`src/rtl/urv_trap_ctrl_pkg.sv`:
```
// Shared CSR addresses, implemented bit positions, interrupt cause codes and FSM encoding.
// Imported by the trap controller and its helpers.
package urv_trap_ctrl_pkg;

    localparam logic [11:0] CSR_MSTATUS = 12'h300;
    localparam logic [11:0] CSR_MIE     = 12'h304;
    localparam logic [11:0] CSR_MTVEC   = 12'h305;
    localparam logic [11:0] CSR_MEPC    = 12'h341;
    localparam logic [11:0] CSR_MCAUSE  = 12'h342;
    localparam logic [11:0] CSR_MIP     = 12'h344;

    localparam int MSTATUS_MIE  = 3;
    localparam int MSTATUS_MPIE = 7;
    localparam int IRQ_MT       = 7;
    localparam int IRQ_ME       = 11;

    localparam logic [3:0] CAUSE_MEI = 4'd11;
    localparam logic [3:0] CAUSE_MTI = 4'd7;

    typedef enum logic {
        ST_IDLE     = 1'b0,
        ST_REDIRECT = 1'b1
    } trap_state_e;

    // External interrupt outranks the timer when both are enabled and pending.
    function automatic logic [31:0] irq_mcause(input logic meip_pend);
        return {1'b1, 27'b0, (meip_pend ? CAUSE_MEI : CAUSE_MTI)};
    endfunction

endpackage

```
`src/rtl/urv_trap_ctrl_irq_sync.sv`:
```
// Optional two-flop synchroniser for the level-sensitive external interrupt line.
// Adds two cycles of latency when SYNC=1, none when SYNC=0.
module urv_trap_ctrl_irq_sync #(
    parameter bit SYNC = 1'b1
) (
    input  logic clk_i,
    input  logic rst_i,
    input  logic irq_i,
    output logic irq_o
);

    generate
        if (SYNC) begin : g_sync
            logic r_meta;
            logic r_sync;

            always_ff @(posedge clk_i) begin
                if (rst_i) begin
                    r_meta <= 1'b0;
                    r_sync <= 1'b0;
                end else begin
                    r_meta <= irq_i;
                    r_sync <= r_meta;
                end
            end

            assign irq_o = r_sync;
        end else begin : g_direct
            logic w_unused;
            assign w_unused = clk_i ^ rst_i;
            assign irq_o    = irq_i;
        end
    endgenerate

endmodule

```
`src/rtl/urv_trap_ctrl.sv`:
```
// Machine-mode trap CSRs plus trap-entry / mret sequencing; redirect is registered (event N -> pulse N+1).
// No backpressure: stall/kill simply freeze CSR state; the one REDIRECT cycle ignores execute inputs.
module urv_trap_ctrl
    import urv_trap_ctrl_pkg::*;
#(
    parameter logic [31:0] MTVEC_RESET = 32'h0000_0008,
    parameter bit          IRQ_SYNC    = 1'b1
) (
    input  logic        clk_i,
    input  logic        rst_i,
    input  logic        x_stall_i,
    input  logic        x_kill_i,
    input  logic [31:0] x_pc_i,
    input  logic        x_csr_write_i,
    input  logic [11:0] x_csr_sel_i,
    input  logic [31:0] x_csr_write_value_i,
    input  logic        x_exception_i,
    input  logic [3:0]  x_exception_cause_i,
    input  logic        x_is_mret_i,
    input  logic        irq_i,
    input  logic        timer_tick_i,
    output logic        x_redirect_o,
    output logic [31:0] x_redirect_pc_o,
    output logic        x_interrupt_o,
    output logic [31:0] csr_mstatus_o,
    output logic [31:0] csr_mip_o,
    output logic [31:0] csr_mie_o,
    output logic [31:0] csr_mtvec_o,
    output logic [31:0] csr_mepc_o,
    output logic [31:0] csr_mcause_o
);

    trap_state_e r_state;
    trap_state_e w_state_nxt;

    logic        r_mstatus_mie;
    logic        r_mstatus_mpie;
    logic        r_mie_mtie;
    logic        r_mie_meie;
    logic        r_mtip;
    logic [31:2] r_mtvec;
    logic [31:2] r_mepc;
    logic [31:0] r_mcause;
    logic        r_redirect;
    logic [31:0] r_redirect_pc;

    logic w_meip;
    logic w_advance;
    logic w_meip_pend;
    logic w_mtip_pend;
    logic w_exc;
    logic w_irq_take;
    logic w_trap;
    logic w_mret;
    logic w_csr_wr;
    logic w_unused;

    urv_trap_ctrl_irq_sync #(
        .SYNC (IRQ_SYNC)
    ) u_irq_sync (
        .clk_i (clk_i),
        .rst_i (rst_i),
        .irq_i (irq_i),
        .irq_o (w_meip)
    );

    assign w_unused = ^x_pc_i[1:0];

    // Reset also gates advance so the combinational interrupt pulse stays low during reset.
    assign w_advance   = !rst_i && !x_stall_i && !x_kill_i && (r_state == ST_IDLE);
    assign w_meip_pend = w_meip & r_mie_meie;
    assign w_mtip_pend = r_mtip & r_mie_mtie;
    assign w_exc       = w_advance && x_exception_i;
    assign w_irq_take  = w_advance && r_mstatus_mie && (w_meip_pend || w_mtip_pend) && !x_exception_i;
    assign w_trap      = w_exc || w_irq_take;
    assign w_mret      = w_advance && x_is_mret_i && !w_trap;
    assign w_csr_wr    = w_advance && x_csr_write_i && !w_trap && !x_is_mret_i;

    always_ff @(posedge clk_i) begin
        if (rst_i) begin
            r_state <= ST_IDLE;
        end else begin
            r_state <= w_state_nxt;
        end
    end

    always_comb begin
        w_state_nxt = r_state;
        case (r_state)
            ST_IDLE:     if (w_trap || w_mret) w_state_nxt = ST_REDIRECT;
            ST_REDIRECT: w_state_nxt = ST_IDLE;
            default:     w_state_nxt = ST_IDLE;
        endcase
    end

    // Timer pending bit latches even while execute is frozen; a tick beats a clearing write.
    always_ff @(posedge clk_i) begin
        if (rst_i) begin
            r_mtip <= 1'b0;
        end else if (timer_tick_i) begin
            r_mtip <= 1'b1;
        end else if (w_csr_wr && (x_csr_sel_i == CSR_MIP)) begin
            r_mtip <= x_csr_write_value_i[IRQ_MT];
        end
    end

    always_ff @(posedge clk_i) begin
        if (rst_i) begin
            r_mstatus_mie  <= 1'b0;
            r_mstatus_mpie <= 1'b0;
            r_mie_mtie     <= 1'b0;
            r_mie_meie     <= 1'b0;
            r_mtvec        <= MTVEC_RESET[31:2];
            r_mepc         <= 30'b0;
            r_mcause       <= 32'b0;
        end else if (w_trap) begin
            r_mepc         <= x_pc_i[31:2];
            r_mcause       <= w_exc ? {28'b0, x_exception_cause_i} : irq_mcause(w_meip_pend);
            r_mstatus_mpie <= r_mstatus_mie;
            r_mstatus_mie  <= 1'b0;
        end else if (w_mret) begin
            r_mstatus_mie  <= r_mstatus_mpie;
            r_mstatus_mpie <= 1'b1;
        end else if (w_csr_wr) begin
            case (x_csr_sel_i)
                CSR_MSTATUS: begin
                    r_mstatus_mie  <= x_csr_write_value_i[MSTATUS_MIE];
                    r_mstatus_mpie <= x_csr_write_value_i[MSTATUS_MPIE];
                end
                CSR_MIE: begin
                    r_mie_mtie <= x_csr_write_value_i[IRQ_MT];
                    r_mie_meie <= x_csr_write_value_i[IRQ_ME];
                end
                CSR_MTVEC:  r_mtvec  <= x_csr_write_value_i[31:2];
                CSR_MEPC:   r_mepc   <= x_csr_write_value_i[31:2];
                CSR_MCAUSE: r_mcause <= x_csr_write_value_i;
                default: ;
            endcase
        end
    end

    // Target is frozen at event time so later CSR changes cannot disturb the in-flight redirect.
    always_ff @(posedge clk_i) begin
        if (rst_i) begin
            r_redirect    <= 1'b0;
            r_redirect_pc <= 32'b0;
        end else begin
            r_redirect <= w_trap || w_mret;
            if (w_trap) begin
                r_redirect_pc <= {r_mtvec, 2'b00};
            end else if (w_mret) begin
                r_redirect_pc <= {r_mepc, 2'b00};
            end
        end
    end

    assign x_redirect_o    = r_redirect;
    assign x_redirect_pc_o = r_redirect_pc;
    assign x_interrupt_o   = w_irq_take;

    always_comb begin
        csr_mstatus_o               = 32'b0;
        csr_mstatus_o[MSTATUS_MIE]  = r_mstatus_mie;
        csr_mstatus_o[MSTATUS_MPIE] = r_mstatus_mpie;
        csr_mie_o                   = 32'b0;
        csr_mie_o[IRQ_MT]           = r_mie_mtie;
        csr_mie_o[IRQ_ME]           = r_mie_meie;
        csr_mip_o                   = 32'b0;
        csr_mip_o[IRQ_MT]           = r_mtip;
        csr_mip_o[IRQ_ME]           = w_meip;
    end

    assign csr_mtvec_o  = {r_mtvec, 2'b00};
    assign csr_mepc_o   = {r_mepc, 2'b00};
    assign csr_mcause_o = r_mcause;

endmodule

```
`config.mk`:
```
export PLATFORM = sky130hd
export DESIGN_NAME = urv_trap_ctrl
export DESIGN_NICKNAME = d
export VERILOG_FILES = /design/src/rtl/urv_trap_ctrl_pkg.sv /design/src/rtl/urv_trap_ctrl_irq_sync.sv /design/src/rtl/urv_trap_ctrl.sv
export SDC_FILE = /design/constraint.sdc
export NUM_CORES = 1
export LEC_CHECK = 0
export CAP_MARGIN = 5
export CORE_MARGIN = 8
export CORE_UTILIZATION = 40
export DETAILED_ROUTE_END_ITERATION = 16
export PLACE_DENSITY = 0.75
export SETUP_SLACK_MARGIN = 0.02
export SYNTH_ARGS = -nofsm -noshare
export SYNTH_HDL_FRONTEND = slang
export SYNTH_HIERARCHICAL = 1
export SYNTH_SLANG_ARGS = --single-unit
export TNS_END_PERCENT = 20
```
`constraint.sdc`:
```
create_clock -name clk_i -period 5.95 [get_ports clk_i]
set_input_delay 1.19 -clock clk_i [delete_from_list [all_inputs] [get_ports clk_i]]
set_output_delay 1.19 -clock clk_i [all_outputs]
set_load 0.03 [all_outputs]
```
Word level (Yosys, flattened, before mapping) --
Cells that the tools add are included.
Word-level totals: register bits after elaboration 131, input bits 89
Cells by class: equal/unequal tests 7, muxes and demuxes 23, bitwise logic cells 5, reductions and logical operators 38
Operators by type and width (count):
- 32-bit two-way mux | 7
- 30-bit two-way mux | 4
- 12-bit by 10-bit equality test with 1-bit output, second input constant | 6
- 2-bit nonzero test | 7
- 1-bit logical AND | 13
- 1-bit two-way mux | 10
- 4-bit AND reduction | 2
- 1-bit logical NOT | 6
- 3-bit AND reduction | 2
- 3-bit nonzero test | 2
- 4-bit two-way mux | 1
- 2-bit AND reduction | 2
- 1-bit logical OR | 3
- 1-bit inverter | 3
- 1-bit AND | 2
- 2-bit != test, second input constant | 1
- 1-bit case mux with 2 select lines | 1
- 2-bit OR reduction | 1

Longest topological paths before layout --
depth after elaboration 14, depth in mapped cells 8, gate-level depth less buffers 4

Hierarchy --
Netlist, hierarchy kept.
By module, submodules not included:
- urv_trap_ctrl | instances 1, cells an instance 822, area an instance 6839.1 sq um, seq. area each 2582.5 sq um
- urv_trap_ctrl_irq_sync | instances 1, cells an instance 4, area an instance 52.6 sq um, seq. area each 40.0 sq um

Least setup slack after synthesis --
OpenSTA, ideal clock, no wires.
kind input to output, from input port rst_i, to output port x_interrupt_o, arrival time 2745 ps, slack 2015 ps, stages 4, cells stage by stage buf_2 or4_4 buf_2 nor3_1
On the way: word-level cells in the longest chain between the ends 7
RTL lines:
- from (decl) | RTL line urv_trap_ctrl.sv:10 | input logic rst_i,
- 1-bit logical NOT | RTL line urv_trap_ctrl.sv:70 | assign w_advance = !rst_i && !x_stall_i && !x_kill_i && (r_state == ST_IDLE);
- 1-bit logical AND (3 in a row) | RTL line urv_trap_ctrl.sv:70
- 1-bit logical AND (3 in a row) | RTL line urv_trap_ctrl.sv:74 | assign w_irq_take = w_advance && r_mstatus_mie && (w_meip_pend || w_mtip_pend) && !x_exception_i;
- to (decl) | RTL line urv_trap_ctrl.sv:24 | output logic x_interrupt_o,
No other way between the ends.

Worst setup path after layout --
from input port x_stall_i, to output port x_interrupt_o
On the way: word-level cells in the longest chain between the ends 7
RTL lines:
- from (decl) | RTL line urv_trap_ctrl.sv:11 | input logic x_stall_i,
- 1-bit logical NOT | RTL line urv_trap_ctrl.sv:70
- 1-bit logical AND (3 in a row) | RTL line urv_trap_ctrl.sv:70
- 1-bit logical AND (3 in a row) | RTL line urv_trap_ctrl.sv:74
No other way between the ends.

==> impl_results.md <==
- Status: finished clean
- Wire length on met3: 2140 microns
- WP buf/inv: 2
- Synthesis Warnings: 6
- Kind of end point of the critical path: primary output
- Leak Pwr: 0.00311 uW
- Cts repair resizes: 0
- Finish-stage setup viols: 0
- Final hold viol count: 0
- Total CTS buffers: 17
- Vias: 6877
- Starting Density: 0.404
- DRT Pass-1 Iters: 5
- CP Launch Type: input port
- Largest net degree at the start of global routing: 72
- Drt wl/cell: 21.6 microns
- Most instantiated cells after synthesis: dfxtp_1 (131), buf_4 (104), nor2_1 (69)
- H-tree levels: 4
- Met2 routed WL: 13200 microns
- Chip height: 147 microns
- Pint: 1720 uW
- CTS Hold Bufs: 0
- Ys flop type: dfxtp_1
- Diodes inserted: 0
- Post-Syn Instances: 826
- Clk sink count: 131
- Main combinational cell family by area after synthesis: compound AO/OA/AOI/OAI gates
- Synth Area in Adders: 0
- Crit path max fanout: 13
- RePlAce Congestion: 0.855
- RSZ-0062 raised after global routing: no
- Combinational Power Share: 0.125
- Kind of critical path: input port to primary output
- Top delay family on crit path: buffers and inverters
- Slowest cell on crit path: clkdlybuf4s50_1
- Remaining Overflow, GRT: 0
- Worst-path clk slew: 0.06 ns
- NumNets Final: 1076
- Net Sw Power: 618 uW
- Wl on met1: 10700 microns
- Worst slew margin: 0.192
- Area leader, netlist: dfxtp_1
- Total global-route track usage: 0.238
- Full die area: 0.0217 sq mm
- Max VDD drop: 188 uV
- Core area: 0.0171 sq mm
- Clk pwr share: 0.491
- Buffers on Ports: 216
- Syn avg cell area: 8.34 sq um
- Final worst-path cycle share: 0.747
- Die width: 147 microns
- Site Rows: 48
- Critical Path AT: 3.25 ns
- EDFF count, synth: 0
- Initial antenna violation count: 0
- Root Buffer Master: clkbuf_16
- Iteration-0 DRC Markers: 489
- Sequential area share after synthesis: 0.381
- Async SR Flop Fraction: 0
- Mux share of post-synthesis cell area: 0.00436
- Slew @ Worst Pin: 1.21 ns
- Register-to-register setup slack: 3.15 ns
- # Post-CTS Setup Buffers: 0
- Synth Area in XOR/XNOR: 0
- Top routing layer in use: met4
- CTS max path bufs: 2
- Max Freq: 0.225 GHz
- Worst-Skew Late Latency: 0.42 ns
- Critical path's largest stage delay: 0.70 ns
- Hold Slack: 0.437 ns
- CTS tree: built
- Worst-path cell chain: clkdlybuf4s50_1, or4_4, nor3_1, clkdlybuf4s50_1
- Post-synth top area share: 0.381
- Synth Area in Simple Gates: 0.201
- Synth cell types: 51
- Switching Fraction: 0.265
- HP Class: flip-flop to flip-flop
- Number of remaining DRC errors: 0
- Synthesis-stage register bit count: 131
- Synth top area cells: dfxtp_1 (38%), buf_4 (11%), a311oi_2 (6.3%), o21ai_0 (4.6%), nand3_1 (4.5%)
- Most common cell in the netlist: dfxtp_1
- Pwr dens: 249 mW/mm^2
- Routed WL: 26500 microns
- Via density: 5.61
- Vias in the first global route: 7058
- Final min period: 4.44 ns
- Post-synthesis compound-gate area fraction: 0.245
- Num ports: 315
- Slew Limit Fails: 0
- FILL cells: 1616
- Max cap viols: 0
- Area Growth Syn to Fin: 35.9%
- Setup skew after layout: 0.00711 ns
- Setup tns final: 0 ns
- Worst path most repeated cell: clkdlybuf4s50_1
- Reg power frac: 0.385
- Fraction of layout cells with a size suffix above 1: 0.0950
- Dpl hpwl: 17900 microns
- Post-Syn Area: 0.00689 sq mm
- Antenna-violating nets left: 0
- Worst EP required: 4.76 ns
- First-pass GRT wire length: 40800 microns
[layout by cell type, fill, tap and decap left out, types with 2 or more instances in the layout]
| cell | Yosys | routed |
|---|---|---|
| a31oi_1 | 4 | 4 |
| nor4bb_1 | 2 | 2 |
| nor3_1 | 5 | 4 |
| conb_1 | 1 | 96 |
| nor2_1 | 69 | 69 |
| clkinv_4 | 0 | 3 |
| or4b_2 | 2 | 2 |
| nand2_1 | 36 | 36 |
| mux2i_1 | 3 | 3 |
| nor4_4 | 2 | 2 |
| nor2b_1 | 4 | 4 |
| clkinvlp_4 | 0 | 3 |
| a21oi_1 | 60 | 60 |
| nand4_1 | 32 | 32 |
| clkinv_2 | 0 | 2 |
| buf_4 | 104 | 16 |
| bufinv_16 | 0 | 4 |
| nand3_1 | 62 | 61 |
| o31a_1 | 3 | 3 |
| or4_4 | 2 | 2 |
| inv_1 | 5 | 5 |
| o21ai_0 | 64 | 64 |
| a311oi_1 | 2 | 2 |
| dfxtp_1 | 131 | 131 |
| a211oi_1 | 31 | 31 |
| clkdlybuf4s50_1 | 0 | 214 |
| clkbuf_16 | 0 | 17 |
| a311oi_2 | 29 | 29 |
| or3_1 | 5 | 4 |
| nor4_1 | 31 | 31 |
| o31ai_1 | 32 | 32 |
| clkbuf_8 | 0 | 3 |
| a221oi_1 | 2 | 2 |
| o32ai_1 | 2 | 2 |
[cell families after synthesis]
family	after synthesis
buffers and inverters	191
other	1
AO/OA/AOI/OAI	236
multiplexers	3
AND/OR/NAND/NOR	264
flip-flops	131
[metrics by stage]
stage	cell area [sq um]	cells	utilization	setup WS, ns	total power (uW)
final	9370	1225	0.549	1.51	2340
after global routing	9370	1225	0.549	1.41	2410
after CTS	9370	1225	0.549	1.48	2350
after detailed placement	8720	1193	0.511	1.47	1200
after global placement	8720	1193	0.511	1.49	1200
after floorplan	7250	921	-	2.01	1140
[metal layers]
| metal | vias up | track usage |
|---|---|---|
| met3 | 28 | 0.0711 |
| met4 | 0 | 0.0709 |
| met1 | 3357 | 0.281 |
| met5 | - | 0 |
| met2 | 329 | 0.406 |
| li1 | 3163 | - |
[worst reg2reg max path: cells and delay by family, from the launching register on]
family                 cells  cell delay [ns]
AOI/OAI and AO/OA          1             0.13
buffers and inverters      2             0.74
DFF                        1             0.34
and+or+nand+nor            3             1.53
[area by class of cell]
class | count | area [sq um] | area share
Clock buffer | 20 | 467 | 0.0498
Clock inverter | 12 | 179 | 0.0191
Inverter | 6 | 22.5 | 0.00240
Multi-Input combinational cell | 599 | 3510 | 0.374
Sequential cell | 131 | 2620 | 0.280
Tap cell | 225 | 282 | 0.0301
Timing Repair Buffer | 232 | 2290 | 0.244
[worst paths after layout]
path	start	end	cells past startpoint
max	x_stall_i	x_interrupt_o	4
min	u_irq_sync/g_sync.r_meta$_SDFF_PP0_	u_irq_sync/irq_o$_SDFF_PP0_	1
max reg2reg	r_state$_SDFF_PP0_	csr_mcause_o[18]$_SDFFE_PP0P_	6
min reg2reg	u_irq_sync/g_sync.r_meta$_SDFF_PP0_	u_irq_sync/irq_o$_SDFF_PP0_	1
[state kept, by name, summed over array words and instances, names as in the netlist]
register                  flops
u_irq_sync/g_sync.r_meta      1
x_redirect_pc_o              30
csr_mcause_o                 32
r_mie_mtie                    1
x_redirect_o                  1
r_mie_meie                    1
r_mtip                        1
r_mstatus_mie                 1
r_state                       1
r_mstatus_mpie                1
r_mepc                       30
u_irq_sync/irq_o              1
r_mtvec                      30
[power by group through the flow]
stage / sequential (uW) / combinational (uW) / clock [uW]
floorplan: 936 / 201 / 0
global placement: 918 / 285 / 0
detailed placement: 918 / 286 / 0
CTS: 899 / 287 / 1160
global route: 900 / 307 / 1210
finish: 899 / 291 / 1150
No activity file was read; power rests on OpenSTA's default activity.
